File: src/rtl/tcm_axi_boot_loader.sv
// Boot sequencer: streams source words into TCM with single-beat AXI4 writes,
// holding the CPU in reset until every word has been acknowledged OKAY.
module tcm_axi_boot_loader #(
    parameter int         CNT_W  = 16,
    parameter logic [3:0] AXI_ID = 4'h0
) (
    input  logic             clk_i,
    input  logic             rst_ni,
    input  logic             start_i,
    input  logic [31:0]      base_addr_i,
    input  logic [CNT_W-1:0] word_count_i,
    input  logic             src_valid_i,
    input  logic [31:0]      src_data_i,
    output logic             src_ready_o,
    output logic             axi_awvalid_o,
    output logic [31:0]      axi_awaddr_o,
    output logic [3:0]       axi_awid_o,
    output logic [7:0]       axi_awlen_o,
    output logic [1:0]       axi_awburst_o,
    input  logic             axi_awready_i,
    output logic             axi_wvalid_o,
    output logic [31:0]      axi_wdata_o,
    output logic [3:0]       axi_wstrb_o,
    output logic             axi_wlast_o,
    input  logic             axi_wready_i,
    input  logic             axi_bvalid_i,
    input  logic [1:0]       axi_bresp_i,
    output logic             axi_bready_o,
    output logic             busy_o,
    output logic             done_o,
    output logic             err_o,
    output logic             rst_cpu_o,
    output logic [CNT_W-1:0] words_done_o
);

    typedef enum logic [2:0] {
        S_IDLE,
        S_FETCH,
        S_WRITE,
        S_RESP,
        S_DONE,
        S_ERR
    } state_t;

    state_t           state_q, state_d;
    logic [31:0]      base_q, base_d;
    logic [31:0]      awaddr_q, awaddr_d;
    logic [31:0]      wdata_q, wdata_d;
    logic [CNT_W-1:0] count_q, count_d;
    logic [CNT_W-1:0] words_q, words_d;
    logic             aw_ok_q, aw_ok_d;
    logic             w_ok_q, w_ok_d;
    logic [31:0]      word_off;
    logic             unused_addr_lsb;

    assign unused_addr_lsb = ^base_addr_i[1:0];

    always_ff @(posedge clk_i) begin
        if (!rst_ni) begin
            state_q  <= S_IDLE;
            base_q   <= '0;
            awaddr_q <= '0;
            wdata_q  <= '0;
            count_q  <= '0;
            words_q  <= '0;
            aw_ok_q  <= 1'b0;
            w_ok_q   <= 1'b0;
        end else begin
            state_q  <= state_d;
            base_q   <= base_d;
            awaddr_q <= awaddr_d;
            wdata_q  <= wdata_d;
            count_q  <= count_d;
            words_q  <= words_d;
            aw_ok_q  <= aw_ok_d;
            w_ok_q   <= w_ok_d;
        end
    end

    always_comb begin
        state_d  = state_q;
        base_d   = base_q;
        awaddr_d = awaddr_q;
        wdata_d  = wdata_q;
        count_d  = count_q;
        words_d  = words_q;
        aw_ok_d  = aw_ok_q;
        w_ok_d   = w_ok_q;
        word_off = 32'(words_q) << 2;

        case (state_q)
            S_IDLE, S_DONE, S_ERR: begin
                if (start_i) begin
                    base_d  = {base_addr_i[31:2], 2'b00};
                    count_d = word_count_i;
                    words_d = '0;
                    state_d = (word_count_i == '0) ? S_DONE : S_FETCH;
                end
            end
            S_FETCH: begin
                if (src_valid_i) begin
                    wdata_d  = src_data_i;
                    awaddr_d = base_q + word_off;
                    aw_ok_d  = 1'b0;
                    w_ok_d   = 1'b0;
                    state_d  = S_WRITE;
                end
            end
            S_WRITE: begin
                // Each valid is low once its flag is set, so ready alone marks the handshake.
                aw_ok_d = aw_ok_q | axi_awready_i;
                w_ok_d  = w_ok_q | axi_wready_i;
                if (aw_ok_d && w_ok_d) begin
                    state_d = S_RESP;
                end
            end
            S_RESP: begin
                if (axi_bvalid_i) begin
                    if (axi_bresp_i != 2'b00) begin
                        state_d = S_ERR;
                    end else begin
                        words_d = words_q + 1'b1;
                        state_d = (words_d == count_q) ? S_DONE : S_FETCH;
                    end
                end
            end
            default: state_d = S_IDLE;
        endcase
    end

    assign src_ready_o   = (state_q == S_FETCH);
    assign axi_awvalid_o = (state_q == S_WRITE) && !aw_ok_q;
    assign axi_wvalid_o  = (state_q == S_WRITE) && !w_ok_q;
    assign axi_bready_o  = (state_q == S_RESP);
    assign busy_o        = (state_q == S_FETCH) || (state_q == S_WRITE) || (state_q == S_RESP);
    assign done_o        = (state_q == S_DONE);
    assign err_o         = (state_q == S_ERR);
    assign rst_cpu_o     = (state_q != S_DONE);
    assign words_done_o  = words_q;

    assign axi_awaddr_o  = awaddr_q;
    assign axi_awid_o    = AXI_ID;
    assign axi_awlen_o   = 8'd0;
    assign axi_awburst_o = 2'b01;
    assign axi_wdata_o   = wdata_q;
    assign axi_wstrb_o   = 4'hF;
    assign axi_wlast_o   = 1'b1;

endmodule

File: config.mk
export PLATFORM = sky130hd
export DESIGN_NAME = tcm_axi_boot_loader
export DESIGN_NICKNAME = d
export VERILOG_FILES = /design/src/rtl/tcm_axi_boot_loader.sv
export SDC_FILE = /design/constraint.sdc
export NUM_CORES = 1
export LEC_CHECK = 0
export BUFFER_PORTS_ARGS = -buffer_cell sky130_fd_sc_hd__buf_2
export CORE_ASPECT_RATIO = 0.5
export CORE_UTILIZATION = 57
export CTS_CLUSTER_DIAMETER = 60
export DETAILED_ROUTE_END_ITERATION = 10
export PLACE_DENSITY = 0.87
export SYNTH_ARGS = -nofsm -noshare
export SYNTH_HDL_FRONTEND = slang
export SYNTH_SLANG_ARGS = --single-unit
export TNS_END_PERCENT = 1
File: constraint.sdc
create_clock -name clk_i -period 4.6 [get_ports clk_i]
set_clock_uncertainty 0.1 [all_clocks]
set_input_delay 0.69 -clock clk_i [delete_from_list [all_inputs] [get_ports clk_i]]
set_output_delay 0.69 -clock clk_i [all_outputs]
set_load 0.01 [all_outputs]
==> results.txt <==
status - complete, no violations
ys async rst share - 0
top cells by area, synth - dfxtp_1, nand2_1, a21oi_1, xnor2_1, ha_1
# placed instances - 1,168
CP Launch Type - register
TNS Setup - 0 ps
CTS root buf - clkbuf_16
Peak VDD IR - 0.2912 mV
required time of the critical path - 4840 ps
CP Class - reg2reg
Worst path slowest cell - dfxtp_1
Max Fclk - 326.3 MHz
# port buffers - 172
CTS max path bufs - 2
CP peak stage delay - 700 ps
post-synth top area share - 0.3822
Seq cells post-synth - 129
drt first pass iters - 6
GPL Wtd Cong - 0.9325
remaining antenna violation count - 0
endpoints failing setup - 0
Post-CTS Setup Repair Bufs - 0
Post-DP HPWL - 12,650 um
Hold Crit Class - reg2reg
DRC Markers - 0
CTS clk-pin slew, worst paths - 60 ps
gr ovfl total - 0
Final min period - 3064 ps
CTS Buf Count - 17
DRT iter0 DRCs - 445
RSZ-0062 raised after global routing - no
layout cells sized above 1 - 0.2181
register area share after synthesis - 0.3822
PostCTS Resize Cnt - 0
CP delay by family, top - compound AO/OA/AOI/OAI gates
Slew Viols, Final - 0
Worst-Skew Late Latency - 420 ps
largest area contributor in the netlist - dfxtp_1
Fin. Hold Viols - 0
chip height - 78.99 um
Gate Count Post-Synth - 889
Slew @ Worst Pin - 1190 ps
initial antenna violation count - 0
worst-path cell chain - ha_1 > a21oi_1 > o311ai_2 > nor3_1 > a21oi_2 > o2111ai_2 > a21oi_1 > nor3_1
ant diodes - 0
Leakage - 3.486 nW
Max Cap Violations - 0
final cell count without fillers - 1,200
pre-CTS setup slack - 1427 ps
CP bufs+invs - 0
most frequent cells after synthesis - nand2_1, dfxtp_1, a21oi_1
Netlist cell types - 73
number of top-level pins - 196
H-tree depth - 4
area delta synth->final - 20.42%
Post-DP Area - 7545 um^2
Avg Cell Area, Syn - 7.601 um^2
CTS tree - done
Worst setup EP type - register
Main synth FF type - dfxtp_1
Via density - 5.744
Wirelength per Cell - 15.48 um
Final Cell Area - 8138 um^2
CTS Sinks - 129
total power - 2.940 mW
count leader, synth - nand2_1
Netlist Area Pre-Place - 6758 um^2
CTS Hold Bufs - 0
Initial Util - 0.6007
Fillers - 865
Post-synth EDFFs - 0
vias in the first global route - 6,453
CORE AREA - 11,250 um^2
total track usage - 0.3064
vias - 6,893
row cnt - 27
pwr dens - 361.3 nW/um^2
Final WS setup - 1536 ps
WL final - 18,570 um
first-pass GRT wire length - 30,160 um
yosys warns - 0
Max-Slew Margin vs Limit - 0.2068
fin crit share - 0.6662
largest net degree at the start of global routing - 68
worst-path fanout max - 14
CP arrival - 3300 ps
final net count - 1,135
Die X - 156.0 um
die footprint - 12,320 um^2
routing by layer:
layer,vias up,GRT usage,part of all wire
met5,-,0,0
met4,0,0.1206,0.021
met3,44,0.05513,0.074
met2,340,0.5210,0.48
met1,3174,0.3885,0.42
li1,3335,-,-
sequential cells by signal, indices dropped and copies added (netlist names):
signal	flops
aw_ok_q	1
axi_awaddr_o	30
axi_wdata_o	32
base_q	30
count_q	16
state_q	3
w_ok_q	1
words_done_o	16
final timing paths:
check | startpoint | slack, ps | depth (start not counted) | endpoint
max | words_done_o[6] | 1540 | 8 | axi_awaddr_o[31]
min reg2reg | axi_awaddr_o[4] | 350 | 2 | axi_awaddr_o[4]
min | axi_awaddr_o[4] | 350 | 2 | axi_awaddr_o[4]
max reg2reg | words_done_o[6] | 1540 | 8 | axi_awaddr_o[31]
cell families (layout without fill, tap and decap cells):
logic type	Yosys count	count (layout)	synth area share
buffers and inverters	92	225	0.06665
xor gates and xnor gates	30	30	0.03888
DFF	129	129	0.3822
AOI/OAI and AO/OA	232	232	0.2077
other	2	21	0.001111
muxes	2	2	0.002963
and+or+nand+nor	384	384	0.2661
adders and majority gates	18	18	0.03444
cell type report:
type / count / area [um^2] / area share
multi-input combinational: 687 / 3800 / 0.4669
sequential: 129 / 2582 / 0.3173
timing repair buffer: 178 / 905.9 / 0.1113
clock buffer: 19 / 442.9 / 0.05443
tap: 159 / 198.9 / 0.02445
clock inverter: 13 / 150.1 / 0.01845
inverter: 15 / 57.56 / 0.007073
report_power, final:
group	switching (mW)	leakage, nW	internal (mW)	total, mW
Combinational	0.224	2.16	0.132	0.357
Clock	0.538	0.273	0.820	1.36
Sequential	0.0491	1.05	1.18	1.23
Total	0.811	3.49	2.13	2.94
tightest hold or removal path, stage by stage (launching register included):
cell and delay [ps]:
dfxtp_1 300, nand2_1 50, a21oi_1 50
layout by cell type, fill, tap and decap left out, types with 5 or more instances in the layout:
cell type	count
dfxtp_1	129
or3_1	5
xnor2_1	25
nor3b_1	5
nor2b_1	5
o21a_1	6
buf_2	172
a31oi_1	10
nand4_1	11
and3_1	16
xor2_1	5
conb_1	21
buf_4	6
clkbuf_16	17
nand2_1	204
nor3_1	13
and2_1	5
a21oi_1	125
nor2_1	46
ha_1	17
clkinvlp_4	5
inv_1	13
a21o_1	7
nor4_1	6
o21ai_0	30
nand3_1	38
a211oi_1	9
metrics by stage:
step / hold slack [ps] / utilization
after detailed placement: 343.2 / 0.6707
final: 350.3 / 0.7234
after CTS: 351.7 / 0.7234
after floorplan: 340.0 / -
after global routing: 366.8 / 0.7234
after global placement: 338.5 / 0.6707
(Power assumes the default switching activity.)
